[src/rtl/mac_int8_feeder.sv]
// Initiator for the MAC_INT8 control/data interface: loads 3-row weight sets into the
// idle ping-pong bank, streams activations against the active bank, and qualifies results.
module mac_int8_feeder #(
  parameter int LEN_W   = 8,
  parameter int RES_LAT = 5
) (
  input  logic             clk,
  input  logic             clr,
  input  logic             cmd_valid,
  output logic             cmd_ready,
  input  logic             cmd_load_w,
  input  logic [LEN_W-1:0] cmd_len,
  input  logic             w_valid,
  output logic             w_ready,
  input  logic [87:0]      w_data,
  input  logic             a_valid,
  output logic             a_ready,
  input  logic [95:0]      a_data,
  output logic [95:0]      mac_data_in,
  output logic             mac_load_bb_a,
  output logic             mac_load_bb_b,
  output logic             mac_load_buf_sel,
  output logic [1:0]       mac_feed_sel,
  output logic             mac_zero_en,
  output logic             res_valid,
  output logic             res_last,
  output logic             done,
  output logic             active_bank
);
  typedef enum logic [1:0] {IDLE, LOAD_W, STREAM, DRAIN} state_t;

  state_t             state_q, state_d;
  logic [LEN_W-1:0]   len_q, acnt_q, acnt_d;
  logic [1:0]         wcnt_q, wcnt_d;
  logic               bank_q, bank_d;
  logic               lbb_a_q, lbb_b_q;
  logic [95:0]        d1_q, d2_q;
  logic               sel1_q, sel_q;
  logic [RES_LAT:1]   vld_q, last_q;
  logic               cmd_hs, w_hs, a_hs, a_last, pipe_empty;

  assign cmd_ready  = (state_q == IDLE) && clr;
  assign w_ready    = (state_q == LOAD_W);
  assign a_ready    = (state_q == STREAM);
  assign cmd_hs     = cmd_valid && cmd_ready;
  assign w_hs       = w_valid && w_ready;
  assign a_hs       = a_valid && a_ready;
  assign a_last     = (acnt_q + LEN_W'(1)) == len_q;
  assign pipe_empty = ~|vld_q;

  always_comb begin
    state_d = state_q;
    wcnt_d  = wcnt_q;
    acnt_d  = acnt_q;
    bank_d  = bank_q;
    unique case (state_q)
      IDLE: if (cmd_hs) begin
        wcnt_d = '0;
        acnt_d = '0;
        if (cmd_load_w)         state_d = LOAD_W;
        else if (cmd_len != '0) state_d = STREAM;
        else                    state_d = DRAIN;
      end
      LOAD_W: if (w_hs) begin
        if (wcnt_q == 2'd2) begin
          // Flip on the last row so the very next activation computes on the new set.
          wcnt_d  = '0;
          bank_d  = ~bank_q;
          state_d = (len_q != '0) ? STREAM : DRAIN;
        end else begin
          wcnt_d = wcnt_q + 2'd1;
        end
      end
      STREAM: if (a_hs) begin
        acnt_d = acnt_q + LEN_W'(1);
        if (a_last) state_d = DRAIN;
      end
      DRAIN: if (pipe_empty) state_d = IDLE;
      default: state_d = IDLE;
    endcase
  end

  always_ff @(posedge clk) begin
    if (!clr) begin
      state_q <= IDLE;
      len_q   <= '0;
      acnt_q  <= '0;
      wcnt_q  <= '0;
      bank_q  <= 1'b0;
      lbb_a_q <= 1'b0;
      lbb_b_q <= 1'b0;
      d1_q    <= '0;
      d2_q    <= '0;
      sel1_q  <= 1'b0;
      sel_q   <= 1'b0;
      vld_q   <= '0;
      last_q  <= '0;
    end else begin
      state_q <= state_d;
      acnt_q  <= acnt_d;
      wcnt_q  <= wcnt_d;
      bank_q  <= bank_d;
      if (cmd_hs) len_q <= cmd_len;
      // Target the bank not under compute, using the bank seen at acceptance.
      lbb_a_q <= w_hs && bank_q;
      lbb_b_q <= w_hs && !bank_q;
      d1_q    <= w_hs ? {8'h0, w_data} : (a_hs ? a_data : '0);
      d2_q    <= d1_q;
      sel1_q  <= bank_q;
      if (vld_q[1]) sel_q <= sel1_q;
      vld_q   <= {vld_q[RES_LAT-1:1], a_hs};
      last_q  <= {last_q[RES_LAT-1:1], a_hs && a_last};
    end
  end

  assign mac_data_in      = d2_q;
  assign mac_load_bb_a    = lbb_a_q;
  assign mac_load_bb_b    = lbb_b_q;
  assign mac_load_buf_sel = sel_q;
  assign mac_feed_sel     = 2'b00;
  assign res_valid        = vld_q[RES_LAT];
  assign res_last         = last_q[RES_LAT];
  assign mac_zero_en      = ~vld_q[RES_LAT];
  assign done             = (state_q == DRAIN) && pipe_empty;
  assign active_bank      = bank_q;
endmodule

[config.mk]
export PLATFORM = sky130hd
export DESIGN_NAME = mac_int8_feeder
export DESIGN_NICKNAME = d
export VERILOG_FILES = /design/src/rtl/mac_int8_feeder.sv
export SDC_FILE = /design/constraint.sdc
export NUM_CORES = 1
export LEC_CHECK = 0
export CAP_MARGIN = 20
export CORE_MARGIN = 3
export CORE_UTILIZATION = 27
export CTS_BUF_LIST = sky130_fd_sc_hd__clkbuf_16
export CTS_CLUSTER_SIZE = 25
export DETAILED_ROUTE_END_ITERATION = 16
export PLACE_DENSITY = 0.55
export SKIP_CTS_REPAIR_TIMING = 1
export SYNTH_ARGS = -nofsm -noshare
export SYNTH_HDL_FRONTEND = slang
export SYNTH_SLANG_ARGS = --single-unit
[constraint.sdc]
create_clock -name clk -period 2.5 [get_ports clk]
set_clock_uncertainty 0.05 [all_clocks]
set_input_delay 0.25 -clock clk [delete_from_list [all_inputs] [get_ports clk]]
set_output_delay 0.25 -clock clk [all_outputs]
set_load 0.02 [all_outputs]
==> results.md <==
- CTS Sinks: 227
- Maximum VDD drop: 390 µV
- Clock root cell: clkbuf_16
- Total gr overflow: 0
- Top_reg_cell synth: dfxtp_1
- Max-slew violations: 0
- Clk network pwr share: 41.2%
- CP Launch Type: register
- Finished Core Util: 43.5%
- # setup viols final: 0
- Sequential-to-total area share from yosys stat: 63.3%
- Largest cells by area after synthesis: dfxtp_1, a22o_1, and2_1
- Number of global-route vias before repair: 5457
- RSZ-0062 raised after global routing: no
- Max_cap viols: 0
- Iter 0 DRT Violations: 229
- Initial Util: 27.5%
- Nets: 1134
- Die W: 169 µm
- Cell Rows: 59
- Post-Syn Area: 0.00718 mm²
- TritonCTS Buffers: 25
- Total net switching power: 0.00205 W
- Internal Pwr Total: 0.00681 W
- TritonCTS clock tree: yes
- Req. time, crit path: 2200 ps
- Synthesized area per cell: 11.4 µm²
- CP Max Fanout: 9
- Io pins: 307
- WP data arrival: 2080 ps
- H-tree depth: 1
- Post-DR vias/cell: 4.32
- CTS clock-pin slew for the worst setup and hold paths: 60 ps
- DRT Pass-1 Iters: 6
- F_max: 420 MHz
- Pwr Total: 0.00886 W
- CP Capture Type: output port
- Routed Antenna Nets: 0
- Antenna violations before repair: 1
- Cells after Synth: 629
- Die area: 0.0286 mm²
- Share of the synthesized area in the top cell type: 63.3%
- DR DRC count: 0
- Share of layout cells above drive strength 1: 5.80%
- DP Wirelength: 14.9 mm
- Vias: 5547
- Cell Pwr Density: 779 mW/mm²
- Async S/R FF share, synth: 0%
- Area of the core: 0.0261 mm²
- Area leader, netlist: dfxtp_1
- First-pass GRT wire length: 31.2 mm
- Port Buffers: 304
- Synth Warn #: 0
- Dpl ws: 347 ps
- Status: finished clean
- HP Class: input pin to register
- Clk_lat worst skew: 510 ps
- WL final: 20.8 mm
- Final period util: 95.2%
- Yosys reg bits: 227
- Total track usage: 13.7%
- Die Y: 169 µm
- GP Congestion: 0.793
- PnR worst setup slack: 119 ps
- Switching share of power: 23.2%
- Leakage: 4.42 nW
- Logic pwr share: 13.3%
- Most frequent cells after synthesis: dfxtp_1, and2_1, a22o_1
- Distinct cells, synth: 48
- Fin crit period: 2380 ps
- Setup TNS: 0 ps
- Count leader, synth: dfxtp_1
- Post-DR wirelength/cell: 16.2 µm
- Synthesis-to-layout area growth: 58.5%
- Sequential Power Share: 45.4%
- CTS max path bufs: 3
- Largest net degree at the start of global routing: 56
- Final hold vios: 0
- Post-synth EDFFs: 0
- Crit Path Class: register to output port
==> state kept, by name, indices dropped and copies added (netlist names) <==
register          count
mac_load_bb_a         1
active_bank           1
wcnt_q                2
vld_q                 5
sel1_q                1
mac_load_buf_sel      1
mac_data_in          96
mac_load_bb_b         1
len_q                 8
acnt_q                8
state_q               2
last_q                5
d1_q                 96
==> cells by family (layout without fill, tap and decap cells) <==
kind of cell               Yosys count  count (layout)  share of synthesized area (%)
DFF                                227             227                           63.3
and+or+nand+nor                    198             198                           15.8
AOI/OAI and AO/OA                  132             132                           14.4
buffers and inverters               50             368                           3.50
xor gates and xnor gates            12              12                           1.46
adders and majority gates            6               6                           1.05
muxes                                3               3                          0.418
other                                1               3                         0.0522
==> power groups by stage <==
stage	logic [W]	clock network (W)	registers [W]
2_1_floorplan	0.000449	0	0.00418
6_report	0.00118	0.00366	0.00403
3_5_place_dp	0.00119	0	0.00411
5_1_grt	0.00128	0.00394	0.00406
3_3_place_gp	0.00119	0	0.00410
4_1_cts	0.00120	0.00380	0.00403
==> worst max-delay path: stages (launching register included) <==
cell	delay, ps
dfxtp_1	360
inv_1	120
ha_1	380
clkdlybuf4s50_1	710
==> area by class of cell <==
class / instances / area (µm²)
antenna: 1 / 2.50
clock buffer: 25 / 626
clock inverter: 20 / 199
fill: 2511 / 14800
inverter: 8 / 30.0
multi-input combinational: 353 / 2410
sequential: 227 / 4540
tap: 335 / 419
timing repair buffer: 315 / 3150
==> routing by layer <==
layer  up-vias  routed length [µm]  track usage (%)
li1       2752                   -                -
met1      2539                8680             17.0
met2       221                9670             22.9
met3        35                1790             4.13
met4         0                 645             4.55
met5         -                   0                0
==> through the flow <==
| step | cells | hold WS [ps] | cell area, µm² |
|---|---|---|---|
| after CTS | 1283 | 111 | 11400 |
| after global placement | 1238 | 364 | 10500 |
| after detailed placement | 1238 | 367 | 10500 |
| final | 1284 | 134 | 11400 |
| after global routing | 1284 | 139 | 11400 |
| after floorplan | 630 | 309 | 7180 |
==> cell usage in the layout (no fill, tap or decap), types with 7 or more instances in the layout <==
| cell | netlist | routed |
|---|---|---|
| a21oi_1 | 14 | 13 |
| a22o_1 | 87 | 87 |
| and2_1 | 116 | 116 |
| buf_4 | 4 | 10 |
| clkbuf_16 | 0 | 25 |
| clkdlybuf4s50_1 | 0 | 302 |
| dfxtp_1 | 227 | 227 |
| inv_1 | 8 | 12 |
| nand2_1 | 26 | 26 |
| nand3_1 | 8 | 8 |
| nor2_1 | 20 | 19 |
| o21ai_0 | 14 | 14 |
| xnor2_1 | 7 | 7 |
==> final timing paths <==
kind                            from                   endpoint  slack [ps]  depth (start not counted)
min reg2reg       d1_q[5]$_SDFF_PN0_  mac_data_in[5]$_SDFF_PN0_         380                          1
max reg2reg  state_q[0]$_SDFFE_PN0P_    state_q[1]$_SDFFE_PN0P_         320                          7
min                              clr      len_q[0]$_SDFFE_PN0P_         130                          3
max          state_q[0]$_SDFFE_PN0P_                    a_ready         120                          3
No activity file was read; power rests on OpenSTA's default activity.
